--- config.mk ---
export PLATFORM = sky130hd
export DESIGN_NAME = lcd_frame_sched
export DESIGN_NICKNAME = d
export VERILOG_FILES = /design/src/rtl/lcd_frame_sched.sv
export SDC_FILE = /design/constraint.sdc
export NUM_CORES = 1
export LEC_CHECK = 0
export CAP_MARGIN = 0
export CORE_ASPECT_RATIO = 0.75
export CORE_MARGIN = 3
export CORE_UTILIZATION = 43
export DETAILED_ROUTE_END_ITERATION = 6
export GPL_ROUTABILITY_DRIVEN = 1
export MAX_ROUTING_LAYER = met4
export PLACE_DENSITY_LB_ADDON = 0.08
export REMOVE_ABC_BUFFERS = 1
export SKIP_CTS_REPAIR_TIMING = 1
export SYNTH_ARGS = -nofsm -noshare
export SYNTH_HDL_FRONTEND = slang
export SYNTH_SLANG_ARGS = --single-unit
--- constraint.sdc ---
create_clock -name clk -period 1.4 [get_ports clk]
set_clock_uncertainty 0.05 [all_clocks]
set_input_delay 0.28 -clock clk [delete_from_list [all_inputs] [get_ports clk]]
set_output_delay 0.28 -clock clk [all_outputs]
set_load 0.05 [all_outputs]
--- src/rtl/lcd_frame_sched.sv ---
// -----------------------------------------------------------------------------
// lcd_frame_sched
//
// Frame-synchronous display-register scheduler for an LCD pixel generator.
// Measurement updates are captured in a single-entry shadow buffer through a
// valid/ready handshake. They are committed to the display registers only on a
// frame-start event (the falling edge of lcd_vsync). This keeps the displayed
// value frame-atomic.
//
// After reset the panel is held blank with the backlight off for
// STARTUP_FRAMES frame starts. After that the block runs normally.
//
// Optional feature (macro LCD_OVR_BLINK_EN):
//   defined   - a committed over-range flag blinks disp_ovr. It toggles every
//               BLINK_FRAMES frame starts and begins high at the commit.
//   undefined - disp_ovr holds the committed over-range flag steadily.
//   The port list is the same in both builds.
//
// Ports
//   clk          in   pixel clock; all logic runs on its rising edge
//   rst          in   synchronous active-high reset
//   lcd_vsync    in   vertical sync, active-low pulse
//   lcd_de       in   data enable (observed only; it never gates a commit)
//   upd_valid    in   update offered by the measurement core
//   upd_ready    out  shadow buffer empty, so an update can be accepted
//   upd_mode     in   [1:0]  0=R 1=C 2=L 3=none
//   upd_value    in   [15:0] measurement value
//   upd_ovr      in   over-range flag
//   disp_mode    out  [1:0]  committed mode
//   disp_value   out  [15:0] committed value
//   disp_ovr     out  committed (optionally blinking) over-range flag
//   disp_blank   out  force the pixel output to black
//   lcd_bl_en    out  backlight enable
//   frame_cnt    out  [15:0] frame-start counter (wraps)
//   commit_pulse out  one-cycle strobe, high while new display values appear
// -----------------------------------------------------------------------------
module lcd_frame_sched #(
  parameter int unsigned STARTUP_FRAMES = 4,
  parameter int unsigned BLINK_FRAMES   = 30
) (
  input  logic        clk,
  input  logic        rst,
  input  logic        lcd_vsync,
  input  logic        lcd_de,
  input  logic        upd_valid,
  output logic        upd_ready,
  input  logic [1:0]  upd_mode,
  input  logic [15:0] upd_value,
  input  logic        upd_ovr,
  output logic [1:0]  disp_mode,
  output logic [15:0] disp_value,
  output logic        disp_ovr,
  output logic        disp_blank,
  output logic        lcd_bl_en,
  output logic [15:0] frame_cnt,
  output logic        commit_pulse
);

  localparam logic [7:0] STARTUP_LIM = 8'(STARTUP_FRAMES);

  typedef enum logic {ST_STARTUP = 1'b0, ST_RUN = 1'b1} state_e;

  state_e      state_q, state_d;
  logic [7:0]  startup_cnt_q, startup_cnt_d;
  logic        vsync_prev_q, vsync_prev_d;
  logic [15:0] frame_cnt_q, frame_cnt_d;
  logic        pend_q, pend_d;
  logic [1:0]  sh_mode_q, sh_mode_d;
  logic [15:0] sh_value_q, sh_value_d;
  logic        sh_ovr_q, sh_ovr_d;
  logic [1:0]  disp_mode_q, disp_mode_d;
  logic [15:0] disp_value_q, disp_value_d;
  logic        disp_ovr_q, disp_ovr_d;
  logic        blank_q, blank_d;
  logic        bl_en_q, bl_en_d;
  logic        commit_q, commit_d;
`ifdef LCD_OVR_BLINK_EN
  localparam logic [7:0] BLINK_LIM = 8'(BLINK_FRAMES);
  logic        ovr_cmt_q, ovr_cmt_d;
  logic [7:0]  blink_cnt_q, blink_cnt_d;
`endif

  logic fs, accept, commit;

  // DE is observed only. Malformed timing (a frame start during DE) still
  // commits, so DE takes part in no decision.
  logic unused_de;
  assign unused_de = lcd_de;

  always_comb begin
    // NOTE: every _d takes its hold value first, so no path through this block
    // leaves a signal unassigned and no latch is inferred.
    state_d       = state_q;
    startup_cnt_d = startup_cnt_q;
    frame_cnt_d   = frame_cnt_q;
    pend_d        = pend_q;
    sh_mode_d     = sh_mode_q;
    sh_value_d    = sh_value_q;
    sh_ovr_d      = sh_ovr_q;
    disp_mode_d   = disp_mode_q;
    disp_value_d  = disp_value_q;
    disp_ovr_d    = disp_ovr_q;
`ifdef LCD_OVR_BLINK_EN
    ovr_cmt_d     = ovr_cmt_q;
    blink_cnt_d   = blink_cnt_q;
`endif

    // A frame start is a registered-1 followed by a live-0 on vsync.
    vsync_prev_d = lcd_vsync;
    fs           = vsync_prev_q & ~lcd_vsync;
    // Accept and commit are mutually exclusive because of pend_q.
    accept       = upd_valid & ~pend_q;
    commit       = fs & pend_q;

    if (fs) frame_cnt_d = frame_cnt_q + 16'd1;

    unique case (state_q)
      ST_STARTUP: begin
        if (fs) begin
          startup_cnt_d = startup_cnt_q + 8'd1;
          if (startup_cnt_q + 8'd1 == STARTUP_LIM) state_d = ST_RUN;
        end
      end
      ST_RUN: ;
      default: state_d = ST_STARTUP;
    endcase

    // Blanking and backlight follow the state one cycle late.
    blank_d = (state_q == ST_STARTUP);
    bl_en_d = (state_q == ST_RUN);

    if (accept) begin
      sh_mode_d  = upd_mode;
      sh_value_d = upd_value;
      sh_ovr_d   = upd_ovr;
      pend_d     = 1'b1;
    end

    commit_d = commit;
    if (commit) begin
      disp_mode_d  = sh_mode_q;
      disp_value_d = sh_value_q;
      pend_d       = 1'b0;
    end

`ifdef LCD_OVR_BLINK_EN
    if (commit) begin
      ovr_cmt_d   = sh_ovr_q;
      disp_ovr_d  = sh_ovr_q;
      blink_cnt_d = 8'd0;
    end else if (fs && ovr_cmt_q) begin
      if (blink_cnt_q + 8'd1 == BLINK_LIM) begin
        disp_ovr_d  = ~disp_ovr_q;
        blink_cnt_d = 8'd0;
      end else begin
        blink_cnt_d = blink_cnt_q + 8'd1;
      end
    end
`else
    if (commit) disp_ovr_d = sh_ovr_q;
`endif
  end

  // NOTE: non-blocking assignments make every register sample pre-edge values,
  // whatever the statement order is.
  always_ff @(posedge clk) begin
    if (rst) begin
      state_q       <= ST_STARTUP;
      startup_cnt_q <= 8'd0;
      vsync_prev_q  <= 1'b1;
      frame_cnt_q   <= 16'd0;
      pend_q        <= 1'b0;
      // NOTE: pend_q alone guards the shadow data. It is reset anyway so that
      // a freshly reset part shows known values everywhere.
      sh_mode_q     <= 2'd3;
      sh_value_q    <= 16'd0;
      sh_ovr_q      <= 1'b0;
      disp_mode_q   <= 2'd3;
      disp_value_q  <= 16'd0;
      disp_ovr_q    <= 1'b0;
      blank_q       <= 1'b1;
      bl_en_q       <= 1'b0;
      commit_q      <= 1'b0;
`ifdef LCD_OVR_BLINK_EN
      ovr_cmt_q     <= 1'b0;
      blink_cnt_q   <= 8'd0;
`endif
    end else begin
      state_q       <= state_d;
      startup_cnt_q <= startup_cnt_d;
      vsync_prev_q  <= vsync_prev_d;
      frame_cnt_q   <= frame_cnt_d;
      pend_q        <= pend_d;
      sh_mode_q     <= sh_mode_d;
      sh_value_q    <= sh_value_d;
      sh_ovr_q      <= sh_ovr_d;
      disp_mode_q   <= disp_mode_d;
      disp_value_q  <= disp_value_d;
      disp_ovr_q    <= disp_ovr_d;
      blank_q       <= blank_d;
      bl_en_q       <= bl_en_d;
      commit_q      <= commit_d;
`ifdef LCD_OVR_BLINK_EN
      ovr_cmt_q     <= ovr_cmt_d;
      blink_cnt_q   <= blink_cnt_d;
`endif
    end
  end

  assign upd_ready    = ~pend_q;
  assign disp_mode    = disp_mode_q;
  assign disp_value   = disp_value_q;
  assign disp_ovr     = disp_ovr_q;
  assign disp_blank   = blank_q;
  assign lcd_bl_en    = bl_en_q;
  assign frame_cnt    = frame_cnt_q;
  assign commit_pulse = commit_q;

endmodule

==> summary.md, run 1 <==
| Metric | Value |
|---|---|
| Grt ovf | `0` |
| CTS buffer count | `9` |
| CTS root buf | `clkbuf_8` |
| Library cells used by synthesis | `38` |
| Number of synthesized register bits | `68` |
| Die height | `72.07 µm` |
| Period utilization | `107.3%` |
| Synthesized area | `2502 µm²` |
| Max H-tree Level | `3` |
| Skew-Pair Late Insertion Delay | `0.34 ns` |
| Ys flop type | `dfxtp_1` |
| Final Hold Violating Endpoints | `0` |
| Startpoint Class | `flip-flop` |
| Status | `finished, violations left` |
| DRC | `0` |
| First-pass GRT wire length | `10220 µm` |
| Worst EP required | `1.58 ns` |
| EDFF count, synth | `0` |
| Clock buffer depth | `2` |
| Starting density of the core | `45.53%` |
| Gpl congestion | `0.8248` |
| CTS tree | `done` |
| Unrepaired setup endpoints after global routing | `true` |
| Clock Pin Slew Worst Setup and Hold Paths | `0.08 ns` |
| Die area | `6780 µm²` |
| Share of layout cells above drive strength 1 | `35.26%` |
| Die Wd | `94.09 µm` |
| Ant. Diodes | `0` |
| Worst-path fanout max | `3` |
| Routed Wire Length | `6493 µm` |
| Initial drt markers | `83` |
| Core Box Area | `5497 µm²` |
| Worst Tran Pin Value | `0.4809 ns` |
| Min cycle time layout | `1.503 ns` |
| Slew headroom | `67.87%` |
| Max-slew violations | `0` |
| Vias per std cell | `5.119` |
| Final #Nets | `384` |
| ANT nets after route | `0` |
| Worst Hold Class | `in2reg` |
| Final setup fails | `5` |
| Via count | `2242` |
| Pre-antenna DRT Iters | `4` |
| Fmax | `665.5 MHz` |
| Power density cells | `984.0 nW/µm²` |
| Wire per inst | `14.82 µm` |
| P_leak | `1.685 nW` |
| Post-Syn Instances | `260` |
| CP Capture Type | `flip-flop` |
| Final worst slack | `-0.1027 ns` |
| Failing checks | `setup timing` |
| Num rows | `23` |
| Max Cap Viol | `0` |
| YS warnings | `0` |
| Vias in the first global route | `2180` |
| Critical path class | `reg2reg` |
| Placed wire-length estimate | `4438 µm` |
| Peak supply drop | `692.5 µV` |
| Final Util | `75.53%` |
| Overall power | `0.004085 W` |
| Worst Path Arrival | `1.68 ns` |
| Asr flop ratio synth | `0%` |
| Port buffer count | `61` |
| # IOs | `63` |
| Mean post-synth cell area | `9.625 µm²` |
| Area growth syn-to-layout | `65.90%` |
| Register area share after synthesis | `54.40%` |
| Largest net degree at the start of global routing | `23` |
| Initial antenna violation count | `0` |
| Sinks on Clock Net | `68` |
| GRT Resource Usage Total | `19.93%` |
-- cell type report --
class	instances	area [µm²]
Multi-Input combinational cell	178	1186
Tap cell	75	93.84
Clock buffer	9	123.9
Timing Repair Buffer	98	1280
Clock inverter	7	75.07
Sequential cell	68	1376
Inverter	3	16.27
Fill cell	379	1345
-- logic make-up (layout without fill, tap and decap cells) --
family | count (synthesis) | in the layout | synth area share (%)
AOI/OAI and AO/OA | 46 | 46 | 12.45
and+or+nand+nor | 110 | 110 | 22.30
xor gates and xnor gates | 17 | 17 | 5.950
DFF | 68 | 68 | 54.40
muxes | 3 | 3 | 1.300
adders and majority gates | 2 | 2 | 0.9998
buffers and inverters | 14 | 117 | 2.600
-- path summary, 6_finish.rpt --
check / from / end / slack (ns) / cells past startpoint
max: frame_cnt[0]$_SDFFE_PP0P_ / frame_cnt[14]$_SDFFE_PP0P_ / -0.10 / 5
min: rst / startup_cnt_q[2]$_SDFFE_PP0P_ / 0.28 / 3
max reg2reg: frame_cnt[0]$_SDFFE_PP0P_ / frame_cnt[14]$_SDFFE_PP0P_ / -0.10 / 5
min reg2reg: sh_value_q[2]$_SDFFE_PP0P_ / sh_value_q[2]$_SDFFE_PP0P_ / 0.40 / 2
-- flip-flops by register name, indices dropped and copies added (netlist names) --
| signal | flops |
|---|---|
| pend_q | 1 |
| startup_cnt_q | 8 |
| lcd_bl_en | 1 |
| sh_ovr_q | 1 |
| bl_en_d | 1 |
| disp_ovr | 1 |
| disp_value | 16 |
| sh_mode_q | 2 |
| commit_pulse | 1 |
| disp_mode | 2 |
| vsync_prev_q | 1 |
| frame_cnt | 16 |
| disp_blank | 1 |
| sh_value_q | 16 |
-- synth_stat cells, drive strengths merged (2+ instances only) --
library cell / number / area (µm²)
xnor2: 7 / 61.31
a22o: 17 / 148.9
nor2b: 5 / 31.28
a21oi: 22 / 113.9
clkbuf: 4 / 15.01
nand3b: 3 / 22.52
ha: 2 / 25.02
nor3: 2 / 10.01
nor2: 23 / 86.33
or3: 3 / 18.77
inv: 3 / 11.26
nand2: 49 / 183.9
nand4: 9 / 71.32
nor3b: 2 / 15.01
xor2: 10 / 87.58
and4: 2 / 18.77
mux2: 2 / 22.52
o21ai: 3 / 15.01
and3: 3 / 18.77
nand3: 3 / 15.01
o22a: 2 / 17.52
buf: 7 / 38.79
dfxtp: 68 / 1361
-- report_power, final --
part           total, W  leakage, nW  switching, W  internal [W]
clock           0.00161        0.104      0.000781      0.000831
sequential      0.00204        0.556     0.0000454       0.00199
combinational  0.000436         1.03      0.000218      0.000218
-- metal layers --
metal  part of all wire [%]  wire length [µm]  GRT usage [%]  vias up
met1                     46              2973          25.20     1064
met5                      0                 0              -        -
met2                     47              3070          31.16       74
met4                    1.0                68          4.487        0
li1                       -                 -              -     1093
met3                    5.9               380          6.736       11
-- stage by stage --
stage | cell area, µm² | hold slack (ns) | cells | setup TNS, ns | setup WS, ns
finish | 4151 | 0.2826 | 438 | -0.1905 | -0.1027
global route | 4151 | 0.2886 | 438 | -0.5629 | -0.1642
CTS | 4000 | 0.2387 | 436 | -4.215 | -0.2074
detailed placement | 3801 | 0.3980 | 420 | -21.83 | -0.5739
global placement | 3801 | 0.3914 | 420 | -20.07 | -0.5515
floorplan | 2449 | 0.2991 | 249 | -3.790 | -0.4220
-- cells in the final DEF, fill, tap and decap left out, drive strengths merged, types with 3 or more instances in the layout --
| master | instances |
|---|---|
| a21oi | 22 |
| a22o | 17 |
| and3 | 3 |
| buf | 77 |
| clkbuf | 9 |
| clkdlybuf4s50 | 20 |
| clkinv | 6 |
| dfxtp | 68 |
| inv | 3 |
| nand2 | 49 |
| nand3 | 3 |
| nand3b | 3 |
| nand4 | 9 |
| nor2 | 23 |
| nor2b | 5 |
| o21ai | 3 |
| or3 | 3 |
| xnor2 | 7 |
| xor2 | 10 |
-- critical path, stage by stage, from the launching register on --
cell and delay [ns]:
dfxtp_4 0.37, ha_4 0.13, nand3b_1 0.16, nor2_2 0.20, nand4_1 0.15, mux2_4 0.32
Power figures use the tool's default switching activity.
==> run 2, diff against run 1 <==
- CTS_CLUSTER_SIZE: not set -> 30
==> results of run 2 <==
Final layout, timing and power as in run 1 (identical DEF).
==> run 3, diff against run 2 <==
--- a/config.mk
+++ b/config.mk
@@ -8,3 +8,2 @@
 export CAP_MARGIN = 0
-export CORE_ASPECT_RATIO = 0.75
 export CORE_MARGIN = 3
--- a/constraint.sdc
+++ b/constraint.sdc
@@ -4,2 +4,2 @@
 set_output_delay 0.28 -clock clk [all_outputs]
-set_load 0.05 [all_outputs]
+set_load 0.02 [all_outputs]
==> summary.md, run 3 (synthesized netlist as in run 1, its figures left out) <==
| Metric | Value |
|---|---|
| Placed wire-length estimate | `3880 µm (-13%)` |
| Filler Cell Count | `442 (+17%)` |
| Power share of the clock group | `46.9% (+7.4 points)` |
| Clock Pin Slew Worst Setup and Hold Paths | `0.08 ns (about the same)` |
| Final Hold Violating Endpoints | `0 (unchanged)` |
| Via count | `2131 (-5.0%)` |
| Final Util | `69.34% (-6.2 points)` |
| Largest net degree at the start of global routing | `26 (+13%)` |
| Wire per inst | `13.32 µm (-10%)` |
| Fmax | `694.8 MHz (+4.4%)` |
| Min cycle time layout | `1.439 ns (-0.06334 ns)` |
| CTS tree | `done` |
| CTS buffer count | `9 (unchanged)` |
| Peak supply drop | `691.6 µV (-0.13%)` |
| Starting density of the core | `44.89% (-0.63 points)` |
| Die Wd | `82.29 µm (-13%)` |
| Max Cap Viol | `0 (unchanged)` |
| Final worst slack | `-0.03932 ns (+0.06334 ns)` |
| Ant. Diodes | `0 (unchanged)` |
| Worst Path Arrival | `1.62 ns (-0.06 ns)` |
| Pre-antenna DRT Iters | `4 (unchanged)` |
| Die area | `6771 µm² (-0.14%)` |
| R2R cell count | `5 (unchanged)` |
| Switching power total | `0.0009508 W (-8.9%)` |
| # IOs | `63 (unchanged)` |
| Startpoint Class | `flip-flop` |
| CP Capture Type | `flip-flop` |
| Area growth syn-to-layout | `54.45%` |
| Int Power | `0.003531 W (+16%)` |
| Sw Ratio | `21.21% (-4.3 points)` |
| ANT nets after route | `0 (unchanged)` |
| Cell area after layout | `3865 µm² (-6.9%)` |
| Vias in the first global route | `1985 (-8.9%)` |
| Most frequent cells in the layout | `dfxtp_1 (59), nand2_1 (49), dlymetal6s2s_1 (38)` |
| Most common cell after layout, fill and taps aside | `dfxtp_1` |
| Num rows | `27 (+17%)` |
| Max-slew violations | `0 (unchanged)` |
| Worst Hold Class | `in2reg` |
| Worst hold path depth | `2 (-1)` |
| Worst EP required | `1.58 ns (about the same)` |
| P_leak | `2.155 nW (+28%)` |
| Final #Nets | `382 (-0.52%)` |
| GRT Resource Usage Total | `17.81% (-2.1 points)` |
| Hold Slack | `0.3250 ns (+0.04240 ns)` |
| Flop pwr share | `45.3% (-4.6 points)` |
| Period utilization | `102.8% (-4.5 points)` |
| Skew-Pair Late Insertion Delay | `0.34 ns (about the same)` |
| Share of layout cells above drive strength 1 | `23.27% (-12 points)` |
| Clock buffer depth | `2 (unchanged)` |
| Grt ovf | `0 (unchanged)` |
| Failing checks | `setup timing` |
| Slew headroom | `68.31% (+0.45 points)` |
| Critical path class | `reg2reg` |
| Max H-tree Level | `3 (unchanged)` |
| Placed Area | `3407 µm² (-10%)` |
| Port buffer count | `61 (unchanged)` |
| Vias per std cell | `4.921 (-3.9%)` |
| Initial antenna violation count | `0 (unchanged)` |
| Overall power | `0.004482 W (+9.7%)` |
| Unrepaired setup endpoints after global routing | `true` |
| Initial drt markers | `65 (-22%)` |
| Core Box Area | `5574 µm² (+1.4%)` |
| Routed Wire Length | `5767 µm (-11%)` |
| Power density cells | `1160 nW/µm² (+18%)` |
| Status | `finished, violations left` |
| DRC | `0 (unchanged)` |
| Final setup fails | `2 (-3)` |
| Gpl congestion | `0.8221 (-0.33%)` |
| CTS root buf | `clkbuf_8` |
| Sinks on Clock Net | `68 (unchanged)` |
| Die height | `82.29 µm (+14%)` |
| Combinational share of power | `7.8% (-2.9 points)` |
| Worst Tran Pin Value | `0.4742 ns (-0.006705 ns)` |
| Dpl ws | `-0.5902 ns (-0.01630 ns)` |
| First-pass GRT wire length | `8866 µm (-13%)` |
| Worst-path fanout max | `3 (unchanged)` |
[run 3: layout make-up]
| cell class | count | area [µm²] | share of cell area (%) |
|---|---|---|---|
| multi-input combinational | 178 | 1167 | 30.20 |
| sequential | 68 | 1375 | 35.58 |
| timing repair buffer | 96 | 953.4 | 24.67 |
| clock buffer | 9 | 123.9 | 3.205 |
| tap | 72 | 90.09 | 2.331 |
| inverter | 3 | 16.27 | 0.4208 |
| clock inverter | 7 | 138.9 | 3.593 |
[run 3: power groups by stage]
stage	clock [W]	sequential, W	combinational [W]
after global routing	0.00222	0.00203	0.000389
after global placement	0	0.00207	0.000345
after floorplan	0	0.00208	0.000124
final	0.00210	0.00203	0.000351
after CTS	0.00214	0.00202	0.000353
after detailed placement	0	0.00207	0.000351
[run 3: layer usage]
layer / global-route usage, % / up-vias / wire, µm
li1: - / 1087 / -
met1: 21.57 / 980 / 2629
met2: 27.08 / 51 / 2727
met3: 5.315 / 13 / 297
met4: 8.472 / 0 / 112
met5: - / - / 0
[run 3: path summary, 6_finish.rpt]
path | startpoint | endpoint | slack (ns)
worst max-delay path | frame_cnt[1]$_SDFFE_PP0P_ | frame_cnt[14]$_SDFFE_PP0P_ | -0.04
worst min-delay path | lcd_vsync | vsync_prev_q$_SDFF_PP1_ | 0.33
worst max register to register | frame_cnt[1]$_SDFFE_PP0P_ | frame_cnt[14]$_SDFFE_PP0P_ | -0.04
worst min register to register | sh_ovr_q$_SDFFE_PP0P_ | sh_ovr_q$_SDFFE_PP0P_ | 0.41
[run 3: metrics by stage]
step | cells | setup TNS [ns]
global placement | 417 | -20.46
floorplan | 249 | -0.8809
detailed placement | 417 | -22.54
global route | 433 | -0.6313
finish | 433 | -0.06291
CTS | 433 | -14.80
[run 3: worst max-delay path, cell delays in order, from the launching register on]
cell	delay [ns]
dfxtp_4	0.37
ha_4	0.13
nand3b_1	0.14
nor2_2	0.21
nand4_1	0.13
mux2_4	0.32
